===== src/rtl/sliding_puzzle_ctrl_if.sv =====
// Bundles the game-sequencing inputs and the board/status outputs of the puzzle engine.
// The master side is the board-select and game logic; the slave side is the engine.
interface sliding_puzzle_ctrl_if #(
    parameter int ROWS = 2,
    parameter int COLS = 2,
    parameter int TW   = 3,
    parameter int MCW  = 10
);
    localparam int N  = ROWS * COLS;
    localparam int PW = $clog2(N);

    logic [1:0]      game_status;
    logic [3:0]      act;
    logic            active;
    logic            restart;
    logic [N*TW-1:0] origin_board;

    logic [N*TW-1:0] out;
    logic [PW-1:0]   blank_pos;
    logic [MCW-1:0]  move_cnt;
    logic            illegal;
    logic            board_err;
    logic            win_flag;

    modport master (
        output game_status, act, active, restart, origin_board,
        input  out, blank_pos, move_cnt, illegal, board_err, win_flag
    );

    modport slave (
        input  game_status, act, active, restart, origin_board,
        output out, blank_pos, move_cnt, illegal, board_err, win_flag
    );
endinterface


===== src/rtl/sliding_puzzle_ctrl.sv =====
// Sliding-tile puzzle engine for a ROWS x COLS board.
// Holds the live board and a captured copy, applies one blank move per strobe,
// counts legal moves, and flags rejected moves, blank-less boards and the solved state.
module sliding_puzzle_ctrl #(
    parameter int ROWS  = 2,
    parameter int COLS  = 2,
    parameter int TW    = 3,
    parameter int BLANK = 4,
    parameter int MCW   = 10
) (
    input logic             clk_d,
    input logic             reset,
    sliding_puzzle_ctrl_if.slave bus
);
    localparam int N         = ROWS * COLS;
    localparam int PW        = $clog2(N);
    localparam int RESET_POS = (ROWS - 1) * COLS;

    typedef enum logic [1:0] {
        CHOSE_BOARD  = 2'b00,
        GAMING       = 2'b01,
        GAME_INITIAL = 2'b10,
        WINNED       = 2'b11
    } status_e;

    status_e         status;
    logic [TW-1:0]   board_q  [N];
    logic [TW-1:0]   shadow_q [N];
    logic [TW-1:0]   origin_cell [N];
    logic [PW-1:0]   blank_q;
    logic [MCW-1:0]  cnt_q;
    logic            illegal_q;
    logic            err_q;
    logic            win_q;

    logic            load_found;
    logic [PW-1:0]   load_pos;
    logic [PW:0]     blank_cnt;
    logic            all_ordered;
    logic            win_next;
    logic            do_capture;
    logic            do_load;
    logic            do_move;
    logic [PW-1:0]   blank_row;
    logic [PW-1:0]   blank_col;
    logic            move_ok;
    logic [PW-1:0]   nb_pos;

    assign status = status_e'(bus.game_status);

    // Cell k lives at out[(N-1-k)*TW +: TW], so cell 0 occupies the MSBs.
    for (genvar k = 0; k < N; k++) begin : g_cells
        assign bus.out[(N-1-k)*TW +: TW] = board_q[k];
        assign origin_cell[k]            = bus.origin_board[(N-1-k)*TW +: TW];
    end

    assign bus.blank_pos = blank_q;
    assign bus.move_cnt  = cnt_q;
    assign bus.illegal   = illegal_q;
    assign bus.board_err = err_q;
    assign bus.win_flag  = win_q;

    // Locate the lowest-index blank in the captured board; fall back to bottom-left.
    always_comb begin
        // NOTE: every always_comb output gets a default first, so no path can leave it unassigned and infer a latch.
        load_found = 1'b0;
        load_pos   = PW'(RESET_POS);
        for (int k = N - 1; k >= 0; k--) begin
            if (shadow_q[k] == TW'(BLANK)) begin
                load_found = 1'b1;
                load_pos   = PW'(k);
            end
        end
    end

    // Solved when exactly one cell is blank and every other cell k holds k.
    always_comb begin
        blank_cnt   = '0;
        all_ordered = 1'b1;
        for (int k = 0; k < N; k++) begin
            if (board_q[k] == TW'(BLANK)) begin
                blank_cnt = blank_cnt + 1'b1;
            end else if (board_q[k] != TW'(k)) begin
                all_ordered = 1'b0;
            end
        end
        win_next = all_ordered && (blank_cnt == (PW+1)'(1));
    end

    // Decide what this cycle does: capture, load (GAME_INITIAL or restart) or move.
    always_comb begin
        do_capture = (status == CHOSE_BOARD);
        do_load    = (status == GAME_INITIAL) || ((status == GAMING) && bus.restart);
        do_move    = (status == GAMING) && !bus.restart && bus.active
                     && !err_q && !win_q && (bus.act != 4'b0000);
    end

    // Pick the direction (lowest set act bit) and check the neighbour is on the board.
    always_comb begin
        blank_row = blank_q / PW'(COLS);
        blank_col = blank_q % PW'(COLS);
        move_ok   = 1'b0;
        nb_pos    = blank_q;
        if (bus.act[0]) begin
            move_ok = (blank_row != '0);
            nb_pos  = blank_q - PW'(COLS);
        end else if (bus.act[1]) begin
            move_ok = (blank_col < PW'(COLS - 1));
            nb_pos  = blank_q + PW'(1);
        end else if (bus.act[2]) begin
            move_ok = (blank_row < PW'(ROWS - 1));
            nb_pos  = blank_q + PW'(COLS);
        end else if (bus.act[3]) begin
            move_ok = (blank_col != '0);
            nb_pos  = blank_q - PW'(1);
        end
    end

    // Board, shadow, counters and flags; synchronous active-low reset wins over everything.
    always_ff @(posedge clk_d) begin
        if (!reset) begin
            // NOTE: the board and shadow are tiny register files with defined reset contents, so they are reset like any other state.
            for (int k = 0; k < N; k++) begin
                board_q[k]  <= TW'(BLANK);
                shadow_q[k] <= '0;
            end
            blank_q   <= PW'(RESET_POS);
            cnt_q     <= '0;
            illegal_q <= 1'b0;
            err_q     <= 1'b0;
            win_q     <= 1'b0;
        end else begin
            illegal_q <= 1'b0;
            win_q     <= win_next;
            if (do_capture) begin
                for (int k = 0; k < N; k++) begin
                    shadow_q[k] <= origin_cell[k];
                end
            end
            if (do_load) begin
                for (int k = 0; k < N; k++) begin
                    board_q[k] <= shadow_q[k];
                end
                cnt_q   <= '0;
                blank_q <= load_pos;
                err_q   <= !load_found;
            end else if (do_move) begin
                if (move_ok) begin
                    // NOTE: non-blocking assignments read pre-edge values, so the two cells swap without a temporary.
                    board_q[blank_q] <= board_q[nb_pos];
                    board_q[nb_pos]  <= board_q[blank_q];
                    blank_q          <= nb_pos;
                    if (cnt_q != '1) begin
                        cnt_q <= cnt_q + MCW'(1);
                    end
                end else begin
                    illegal_q <= 1'b1;
                end
            end
        end
    end
endmodule


===== src/flat_wrapper.sv =====
// flat-port wrapper written by rule: the top's interface ports become plain ports
module sliding_puzzle_ctrl_flat 
#(
    parameter int ROWS  = 2,
    parameter int COLS  = 2,
    parameter int TW    = 3,
    parameter int BLANK = 4,
    parameter int MCW   = 10
)
  (clk_d, reset, bus_game_status, bus_act, bus_active, bus_restart, bus_origin_board, bus_out, bus_blank_pos, bus_move_cnt, bus_illegal, bus_board_err, bus_win_flag);
  sliding_puzzle_ctrl_if #(.ROWS(ROWS), .COLS(COLS), .TW(TW), .MCW(MCW)) bus_i ();
  input logic clk_d;
  input logic reset;
  input wire logic [$bits(bus_i.game_status)-1:0] bus_game_status;
  input wire logic [$bits(bus_i.act)-1:0] bus_act;
  input wire logic [$bits(bus_i.active)-1:0] bus_active;
  input wire logic [$bits(bus_i.restart)-1:0] bus_restart;
  input wire logic [$bits(bus_i.origin_board)-1:0] bus_origin_board;
  output wire logic [$bits(bus_i.out)-1:0] bus_out;
  output wire logic [$bits(bus_i.blank_pos)-1:0] bus_blank_pos;
  output wire logic [$bits(bus_i.move_cnt)-1:0] bus_move_cnt;
  output wire logic [$bits(bus_i.illegal)-1:0] bus_illegal;
  output wire logic [$bits(bus_i.board_err)-1:0] bus_board_err;
  output wire logic [$bits(bus_i.win_flag)-1:0] bus_win_flag;
  assign bus_i.game_status = bus_game_status;
  assign bus_i.act = bus_act;
  assign bus_i.active = bus_active;
  assign bus_i.restart = bus_restart;
  assign bus_i.origin_board = bus_origin_board;
  assign bus_out = bus_i.out;
  assign bus_blank_pos = bus_i.blank_pos;
  assign bus_move_cnt = bus_i.move_cnt;
  assign bus_illegal = bus_i.illegal;
  assign bus_board_err = bus_i.board_err;
  assign bus_win_flag = bus_i.win_flag;
  sliding_puzzle_ctrl #(.ROWS(ROWS), .COLS(COLS), .TW(TW), .BLANK(BLANK), .MCW(MCW)) u_core (.clk_d(clk_d), .reset(reset), .bus(bus_i));
endmodule

===== config.mk =====
export PLATFORM = sky130hd
export DESIGN_NAME = sliding_puzzle_ctrl_flat
export DESIGN_NICKNAME = d
export VERILOG_FILES = /design/src/rtl/sliding_puzzle_ctrl_if.sv /design/src/rtl/sliding_puzzle_ctrl.sv /design/src/flat_wrapper.sv
export SDC_FILE = /design/constraint.sdc
export NUM_CORES = 1
export LEC_CHECK = 0
export ABC_AREA = 1
export CAP_MARGIN = 20
export CORE_ASPECT_RATIO = 0.7
export CORE_MARGIN = 4
export CORE_UTILIZATION = 35
export DETAILED_ROUTE_END_ITERATION = 8
export GPL_TIMING_DRIVEN = 0
export HOLD_SLACK_MARGIN = 0.05
export PLACE_DENSITY_LB_ADDON = 0.08
export RECOVER_POWER = 50
export SLEW_MARGIN = 25
export SYNTH_ARGS = -nofsm -noshare
export SYNTH_HDL_FRONTEND = slang
export SYNTH_SLANG_ARGS = --single-unit

===== constraint.sdc =====
create_clock -name clk_d -period 2.62 [get_ports clk_d]
set_input_delay 0.262 -clock clk_d [delete_from_list [all_inputs] [get_ports clk_d]]
set_output_delay 0.262 -clock clk_d [all_outputs]
set_load 0.02 [all_outputs]

Yosys cells after proc, flatten, opt, wreduce, memory -nomap -nowiden
Memories as Yosys holds them, arrays and structs flattened. A register that Yosys moved wholly into a read port is not among the register bits.
Cells that the tools add are included.
{"block": "totals", "n_memories": 2, "word_cells": 125, "input_bits": 22, "ram_bits": 24, "regBits": 15, "out_inout_bits": 27}
{"block": "classes", "bitwise": 10, "n_mux": 60, "magnitude_cmp": 2, "n_reduce_logical": 23, "add_sub_neg": 8, "eq_ne": 15}
{"name": "u_core.board_q", "depth": 4, "width": 3, "read_ports": 6, "rd_ports_with_merged_regs": 1, "wr": 4, "line_no": "sliding_puzzle_ctrl.sv:27", "rtl": "logic [TW-1:0] board_q [N];"}
{"name": "u_core.shadow_q", "depth": 4, "width": 3, "read_ports": 4, "rd_ports_with_merged_regs": 0, "wr": 4, "line_no": "sliding_puzzle_ctrl.sv:28", "rtl": "logic [TW-1:0] shadow_q [N];"}
{"operator": "2-to-1 mux 3 bit", "n": 13}
{"operator": "2-to-1 mux 1 bit", "n": 34}
{"operator": "2-to-1 mux 2 bit", "n": 13}
{"operator": "== test 3 bit (second input constant)", "n": 8}
{"operator": "adder 10 x 1 -> 10 bit (second input constant)", "n": 1}
{"operator": "!= test 10 bit (second input constant)", "n": 1}
{"operator": "OR reduction 3 bit", "n": 3}
{"operator": "bitwise OR 1 bit", "n": 8}
{"operator": "logical AND 1 bit", "n": 7}
{"operator": "adder 3 x 1 -> 3 bit (second input constant)", "n": 2}
{"operator": "!= test 3 x 2 -> 1 bit (second input constant)", "n": 2}
{"operator": "logical NOT 1 bit", "n": 4}
{"operator": "nonzero test 2 bit", "n": 2}
{"operator": "nonzero test 4 bit", "n": 1}
{"operator": "== test 3 x 1 -> 1 bit (second input constant)", "n": 1}
{"operator": "!= test 3 x 1 -> 1 bit (second input constant)", "n": 1}
{"operator": "AND reduction 3 bit", "n": 1}
{"operator": "nonzero test 3 bit", "n": 1}
{"operator": "adder 1 x 1 -> 2 bit (second input constant)", "n": 1}
{"operator": "adder 2 x 1 -> 2 bit (second input constant)", "n": 1}
{"operator": "adder 2 bit (second input constant)", "n": 1}
{"operator": "== test 2 x 1 -> 1 bit (second input constant)", "n": 1}
{"operator": "== test 2 bit (second input constant)", "n": 1}
{"operator": "logical NOT 2 bit", "n": 1}
{"operator": "7 further kinds", "n": 9}

Depth between registers and ports, before layout
Gate-level depths: netlist of run 1.
{"block": "depth", "ltp_word": 12, "depth_mapped": 12, "ltp_nobuf": 12}

Least setup slack after synthesis of run 1
No wires, ideal clock.
{"block": "synth_path", "kind": "register to register", "startpoint": "memory u_core.board_q[1][1]", "endpoint": "register u_core.win_q (netlist: u_core.bus.win_flag)", "path_stages_with_launch": 10, "synth_period_minus_slack_ns": 2.098, "arrival_ns": 2.028, "path_slack_ns": 0.522, "setup_time_ns": 0.070, "t_required_ns": 2.550, "n_path_buf": 0, "path_cell_list": "edfxtp_1 > nor3_1 > inv_1 > ha_1 > xor2_1 > inv_1 > ha_1 > nor4_1 > o21ai_0 > a21oi_1"}
{"element": "from (decl)", "line_no": "sliding_puzzle_ctrl.sv:27"}
{"element": "to (signal assigned)", "line_no": "sliding_puzzle_ctrl.sv:134", "rtl": "win_q <= win_next;"}
{"element": "to (decl)", "line_no": "sliding_puzzle_ctrl.sv:34", "rtl": "logic win_q;"}

==> run summary, run 1 <==
Crit Path Class - reg -> reg
Net Switching - 0.504 mW
Wire per inst - 13.0 µm
Chip height - 82.7 µm
Core ar. - 7510 µm²
Int Pwr - 1.34 mW
Post-route minimum period - 2.36 ns
Total gr overflow - 0
Worst hold slack - 0.500 ns
Outcome - finished clean
Hold Crit Class - reg -> reg
Kind of launch point of the worst setup path - flip-flop
Final HPWL DP - 5.86 mm
Die area - 9480 µm²
Area of placed instances - 3400 µm²
Largest net degree at the start of global routing - 13
Worst Path Buf+Inv - 1
Slowest CP cell - dfxtp_1
PwrDens - 518 nW/µm²
Clock tree sinks - 41
Initial core utilization - 37.1%
Fin crit share - 90.1%
Post-synthesis area per instance - 7.04 µm²
Slew headroom - 47.3%
Ys async rst share - 0%
Static Leakage - 1.61 nW
Placer Congestion - 0.859
Final setup fails - 0
CP Max Fanout - 8
Post-route ant nets - 0
Setup Skew - 0.00501 ns
Total CTS buffers - 5
Cells on worst reg2reg path - 10
Compound-Gate Fraction of Synth Area - 7.63%
Required time of the critical path - 2.66 ns
Hold-fix buffers, CTS - 0
Final Hold Viols - 0
Sequential share of power - 41.2%
Post-synth cell types - 34
Worst-Skew Late Latency - 0.28 ns
Detailed router's first-iteration violation count - 221
Comb power frac - 20.3%
Fin util - 47.5%
Global-route wire length before repair - 11.8 mm
Diode count - 0
Hold Startpoint - u_core.bus.move_cnt[3]
Vias - 2,575
Dpl cells - 543
Place WS - 0.262 ns
Die Wd - 115 µm
Drt drc - 0
CTS tree - yes
Final Cell Area - 3570 µm²
Cell area after synthesis - 2790 µm²
Seq. cell area - 1060 µm²
Simple logic cell fraction of the synthesized area - 37.7%
CTS max path bufs - 2
R2R Setup Slk - 0.26 ns
Largest family of logic cells by synthesized area - simple AND/OR/NAND/NOR gates
Cells after synthesis - 396
Area delta synth->final - 28.0%
Worst setup margin - 0.259 ns
Pin slew with the least headroom to its limit - 0.782 ns
Hold Path End - u_core.bus.move_cnt[3]
Synth Area in Adders - 4.04%
Synth Register Bits - 41
Switching part of the total power - 27.3%
CP top delay family - simple AND/OR/NAND/NOR gates
Setup crit end kind - flip-flop
Multiplexer share of the synthesized area - 0%
Fillers - 795
Post-Synth XOR/XNOR Area - 2.83%
Worst R2R End - u_core.board_q[1][0]
Synth warn - 0
Root buffer cell - clkbuf_16
CP cell instances - inv_1, ha_1, a21oi_1, nand2_1, nand2_1, nand2_1, nand2_1, nand2_1, nand3_1, nand2_1
Num rows - 26
Most common cell on crit path - nand2_1
Via density - 4.67
Achievable frequency - 423 MHz
Final #Nets - 483
Max VDD drop - 0.262 mV
Routed wire length - 7.14 mm
Fin. max-slew vios - 0
Share of layout cells above drive strength 1 - 8.39%
Clock group share of total power - 38.5%
I/O Buffers - 48
First-pass detailed-route iteration total - 6
Footprint of the multi-input gates - 1460 µm²
Hold Path Depth - 2
Post-synthesis sequential area ratio - 38.1%
Number of synthesized flops with an enable pin - 24
GRT Total Usage - 16.0%
Post-CTS Resized - 0
Worst path max stage delay - 0.53 ns
Post-Layout Cell Count - 551
Syn_nets - 427
Worst-path clk slew - 0.06 ns
Setup bufs post-CTS - 0
Worst EP arrival - 2.40 ns
Worst r2r src - u_core.bus.blank_pos[0]
Max H-tree Level - 2
Pwr Total - 1.85 mW
Initial antenna violation count - 0
Dominant synthesized flop cell - edfxtp_1
Ports - 49
RSZ-0062 raised after global routing - no
Vias in the first global route - 2,413
Setup TNS - 0 ns
MaxCap Viol Count - 0
==> kinds of logic (layout without fill, tap and decap cells) <==
kind of cell / count (synthesis) / in the layout
buffers and inverters: 67 / 124
XOR/XNOR: 9 / 9
AO/OA/AOI/OAI: 38 / 38
AND/OR/NAND/NOR: 232 / 232
flip-flops: 41 / 41
adder cells (fa/ha/maj): 9 / 9
==> flip-flops by register name, indices dropped and copies added (netlist names), named ones only <==
signal                cells
u_core.board_q           12
u_core.bus.blank_pos      2
u_core.bus.illegal        1
u_core.bus.win_flag       1
u_core.bus.board_err      1
u_core.bus.move_cnt      10
u_core.shadow_q          12
==> power by group through the flow <==
stage | clock network (mW) | logic [mW] | registers, mW
finish | 0.710 | 0.376 | 0.761
global route | 0.753 | 0.426 | 0.767
CTS | 0.729 | 0.384 | 0.762
detailed placement | 0 | 0.382 | 0.776
global placement | 0 | 0.379 | 0.775
floorplan | 0 | 0.221 | 0.786
==> routing by layer <==
layer	part of all wire, %	GRT usage, %	up-vias
li1	-	-	1389
met1	52	24.0	1119
met2	40	23.6	60
met3	6.7	2.69	7
met4	1.0	4.15	0
met5	0	0	-
==> cells in the mapped netlist (2+ instances only) <==
cell      count  area (µm²)
nand2_1     123         462
inv_1        53         199
nand3_1      38         190
nor2_1       32         120
edfxtp_1     24         721
a21oi_1      22         110
dfxtp_1      17         340
o21ai_0      12        60.1
ha_1          9         113
nor3_1        8        40.0
nand2_2       7        43.8
nand4_1       6        37.5
xor2_1        6        52.6
inv_2         5        18.8
nand3b_1      5        37.5
nor2_2        3        18.8
xnor2_1       3        26.3
buf_2         2        10.0
buf_4         2        15.0
clkinv_1      2        7.51
nand2_4       2        22.5
nand3_2       2        20.0
nor4_1        2        12.5
==> layout by cell type, fill, tap and decap left out, types with 12 or more instances in the layout <==
master           Yosys  final
a21oi_1             22     22
clkdlybuf4s50_1      0     25
dfxtp_1             17     17
dlygate4sd3_1        0     23
edfxtp_1            24     24
inv_1               53     53
nand2_1            123    123
nand3_1             38     38
nor2_1              32     32
o21ai_0             12     12
==> layout make-up <==
cell class	count	area share, %
multi-input combinational	288	40.8
sequential	41	29.8
timing repair buffer	49	13.6
inverter	61	6.46
clock buffer	7	4.00
tap	98	3.44
buffer	6	1.12
clock inverter	1	0.842
==> how the worst max path moves through the flow <==
stage	start	slack [ns]	to	depth (start not counted)
finish	u_core.bus.blank_pos[0]	0.26	u_core.board_q[1][0]	10
detailed placement	u_core.bus.blank_pos[0]	0.26	u_core.board_q[3][1]	10
CTS	u_core.bus.blank_pos[0]	0.25	u_core.board_q[3][1]	10
global route	u_core.bus.blank_pos[0]	0.02	u_core.board_q[1][0]	10
global placement	bus_game_status[0]	0.21	u_core.shadow_q[0][4]	2
floorplan	u_core.board_q[1][1]	0.52	u_core.bus.win_flag	9
==> worst min-delay path, stage by stage (launching register included) <==
cell     delay (ns)
dfxtp_1        0.33
nand2_1        0.07
a21oi_1        0.05
(Power assumes the default switching activity.)
==> inputs of run 2 (changes only) <==
GPL_TIMING_DRIVEN = default   (was 0)
==> run 2 against run 1 <==
Compared with the run above: flip-flop and latch count unchanged; largest power group unchanged; total power increased by 0.24%; global-route usage increased by 0.66 points; first-iteration DRC count increased by 43%.
==> run summary, run 2 (synthesis results as in run 1) <==
Worst EP arrival - 2.41 ns (about the same)
Final #Nets - 479 (-0.83%)
CP cell instances - inv_1, ha_1, a21oi_1, nand2_1, nand2_1, nand2_1, nand2_1, nand2_1, nand3_1, nand2_1
Worst-Skew Late Latency - 0.28 ns (about the same)
Kind of launch point of the worst setup path - flip-flop
Outcome - finished clean
Total gr overflow - 0 (unchanged)
Slew headroom - 62.0% (+15 points)
First-pass detailed-route iteration total - 4 (-2)
Worst path max stage delay - 0.50 ns (-0.03 ns)
Post-route ant nets - 0 (unchanged)
Ports - 49 (unchanged)
MaxCap Viol Count - 0 (unchanged)
CTS tree - yes
Achievable frequency - 420 MHz (-0.75%)
Num rows - 26 (unchanged)
Hold Startpoint - u_core.bus.move_cnt[6]
Worst setup margin - 0.241 ns (-0.0180 ns)
RSZ-0062 raised after global routing - no
CP Max Fanout - 8 (unchanged)
Final HPWL DP - 5.86 mm (+0.11%)
Vias - 2,622 (+1.8%)
Most common cell on crit path - nand2_1
I/O Buffers - 48 (unchanged)
CTS max path bufs - 2 (unchanged)
Global-route wire length before repair - 12.3 mm (+4.5%)
Final Hold Viols - 0 (unchanged)
Commonest non-fill, non-tap cell in the layout - nand2_1
Fin crit share - 90.8% (+0.69 points)
Max H-tree Level - 2 (unchanged)
Worst-path clk slew - 0.06 ns (about the same)
GRT Total Usage - 16.7% (+0.66 points)
Worst r2r src - u_core.bus.blank_pos[1]
Largest net degree at the start of global routing - 13 (unchanged)
Setup Skew - 0.00485 ns (-0.000164 ns)
Clock tree sinks - 41 (unchanged)
Fin. max-slew vios - 0 (unchanged)
Most frequent cells in the layout - 123 x nand2_1, 53 x inv_1, 38 x nand3_1
Slowest CP cell - dfxtp_1
Hold Crit Class - reg -> reg
Initial core utilization - 37.1% (unchanged)
Post-route minimum period - 2.38 ns (+0.0180 ns)
PwrDens - 523 nW/µm² (+0.91%)
Setup crit end kind - flip-flop
Post-CTS Resized - 0 (unchanged)
Core ar. - 7510 µm² (unchanged)
Via density - 4.79 (+2.6%)
Area delta synth->final - 27.1%
Diode count - 0 (unchanged)
Wire per inst - 13.3 µm (+2.8%)
Drt drc - 0 (unchanged)
Worst setup startpoint - u_core.bus.blank_pos[1]
CP top delay family - simple AND/OR/NAND/NOR gates
R2R Setup Slk - 0.24 ns (-0.02 ns)
Detailed router's first-iteration violation count - 316 (+43%)
Worst Path Buf+Inv - 1 (unchanged)
Crit Path Class - reg -> reg
Required time of the critical path - 2.65 ns (about the same)
Total CTS buffers - 5 (unchanged)
Placer Congestion - 0.887 (+3.2%)
Die area - 9480 µm² (unchanged)
Max VDD drop - 0.243 mV (-7.1%)
Die Wd - 115 µm (unchanged)
Setup TNS - 0 ns (unchanged)
Share of layout cells above drive strength 1 - 8.02% (-0.37 points)
Place WS - 0.231 ns (-0.0310 ns)
Static Leakage - 1.60 nW (-0.73%)
Vias in the first global route - 2,437 (+0.99%)
Routed wire length - 7.29 mm (+2.1%)
Hold-fix buffers, CTS - 0 (unchanged)
Initial antenna violation count - 0 (unchanged)
Fillers - 760 (-4.4%)
Chip height - 82.7 µm (unchanged)
Pin slew with the least headroom to its limit - 0.570 ns (-0.212 ns)
Root buffer cell - clkbuf_16
Setup bufs post-CTS - 0 (unchanged)
Final setup fails - 0 (unchanged)
[run 2: changes by cell type in the layout (fill, tap and decap cells not counted), sizes merged]
cell	previous run	this run
dlygate4sd3	23	22
clkbuf	9	8
buf	5	2
clkdlybuf4s50	25	26
[run 2: final cells by class]
type | count | area [µm²] | area share [%]
tap | 98 | 123 | 3.46
multi-input combinational | 288 | 1460 | 41.1
timing repair buffer | 51 | 499 | 14.1
sequential | 41 | 1060 | 30.0
inverter | 61 | 230 | 6.50
clock buffer | 7 | 143 | 4.03
clock inverter | 1 | 30.0 | 0.848
[run 2: final timing paths]
check | depth (start not counted) | to
worst min register to register | 2 | u_core.bus.move_cnt[6]
worst min-delay path | 2 | u_core.bus.move_cnt[6]
worst max register to register | 10 | u_core.board_q[3][2]
worst max-delay path | 10 | u_core.board_q[3][2]
[run 2: through the flow]
| step | cell area, µm² | power [mW] | instances | hold WS, ns | util (%) |
|---|---|---|---|---|---|
| floorplan | 2790 | 1.01 | 396 | 0.361 | - |
| global placement | 3370 | 1.15 | 539 | 0.484 | 44.9 |
| detailed placement | 3370 | 1.15 | 539 | 0.498 | 44.9 |
| CTS | 3540 | 1.87 | 547 | 0.506 | 47.2 |
| global route | 3540 | 1.94 | 547 | 0.518 | 47.1 |
| finish | 3540 | 1.85 | 547 | 0.504 | 47.1 |
[run 2: power by group]
group	internal (mW)	leakage, nW	switching, mW
registers	0.724	0.380	0.0368
logic	0.141	1.14	0.238
clock network	0.476	0.0841	0.236
total	1.34	1.60	0.510
[run 2: worst reg2reg max path: cells and delay by family, from the launching register on]
kind / cells / cell delay (ns)
buffers and inverters: 1 / 0.14
AND/OR/NAND/NOR: 7 / 0.86
AO/OA/AOI/OAI: 1 / 0.31
flip-flops: 1 / 0.50
adder cells (fa/ha/maj): 1 / 0.33
[run 2: metal layers]
metal | global-route usage, % | up-vias | share of wire (%)
met5 | 0 | - | 0
met1 | 25.1 | 1141 | 52
met3 | 3.42 | 9 | 6.3
met4 | 5.58 | 0 | 1.3
li1 | - | 1375 | -
met2 | 23.5 | 97 | 40
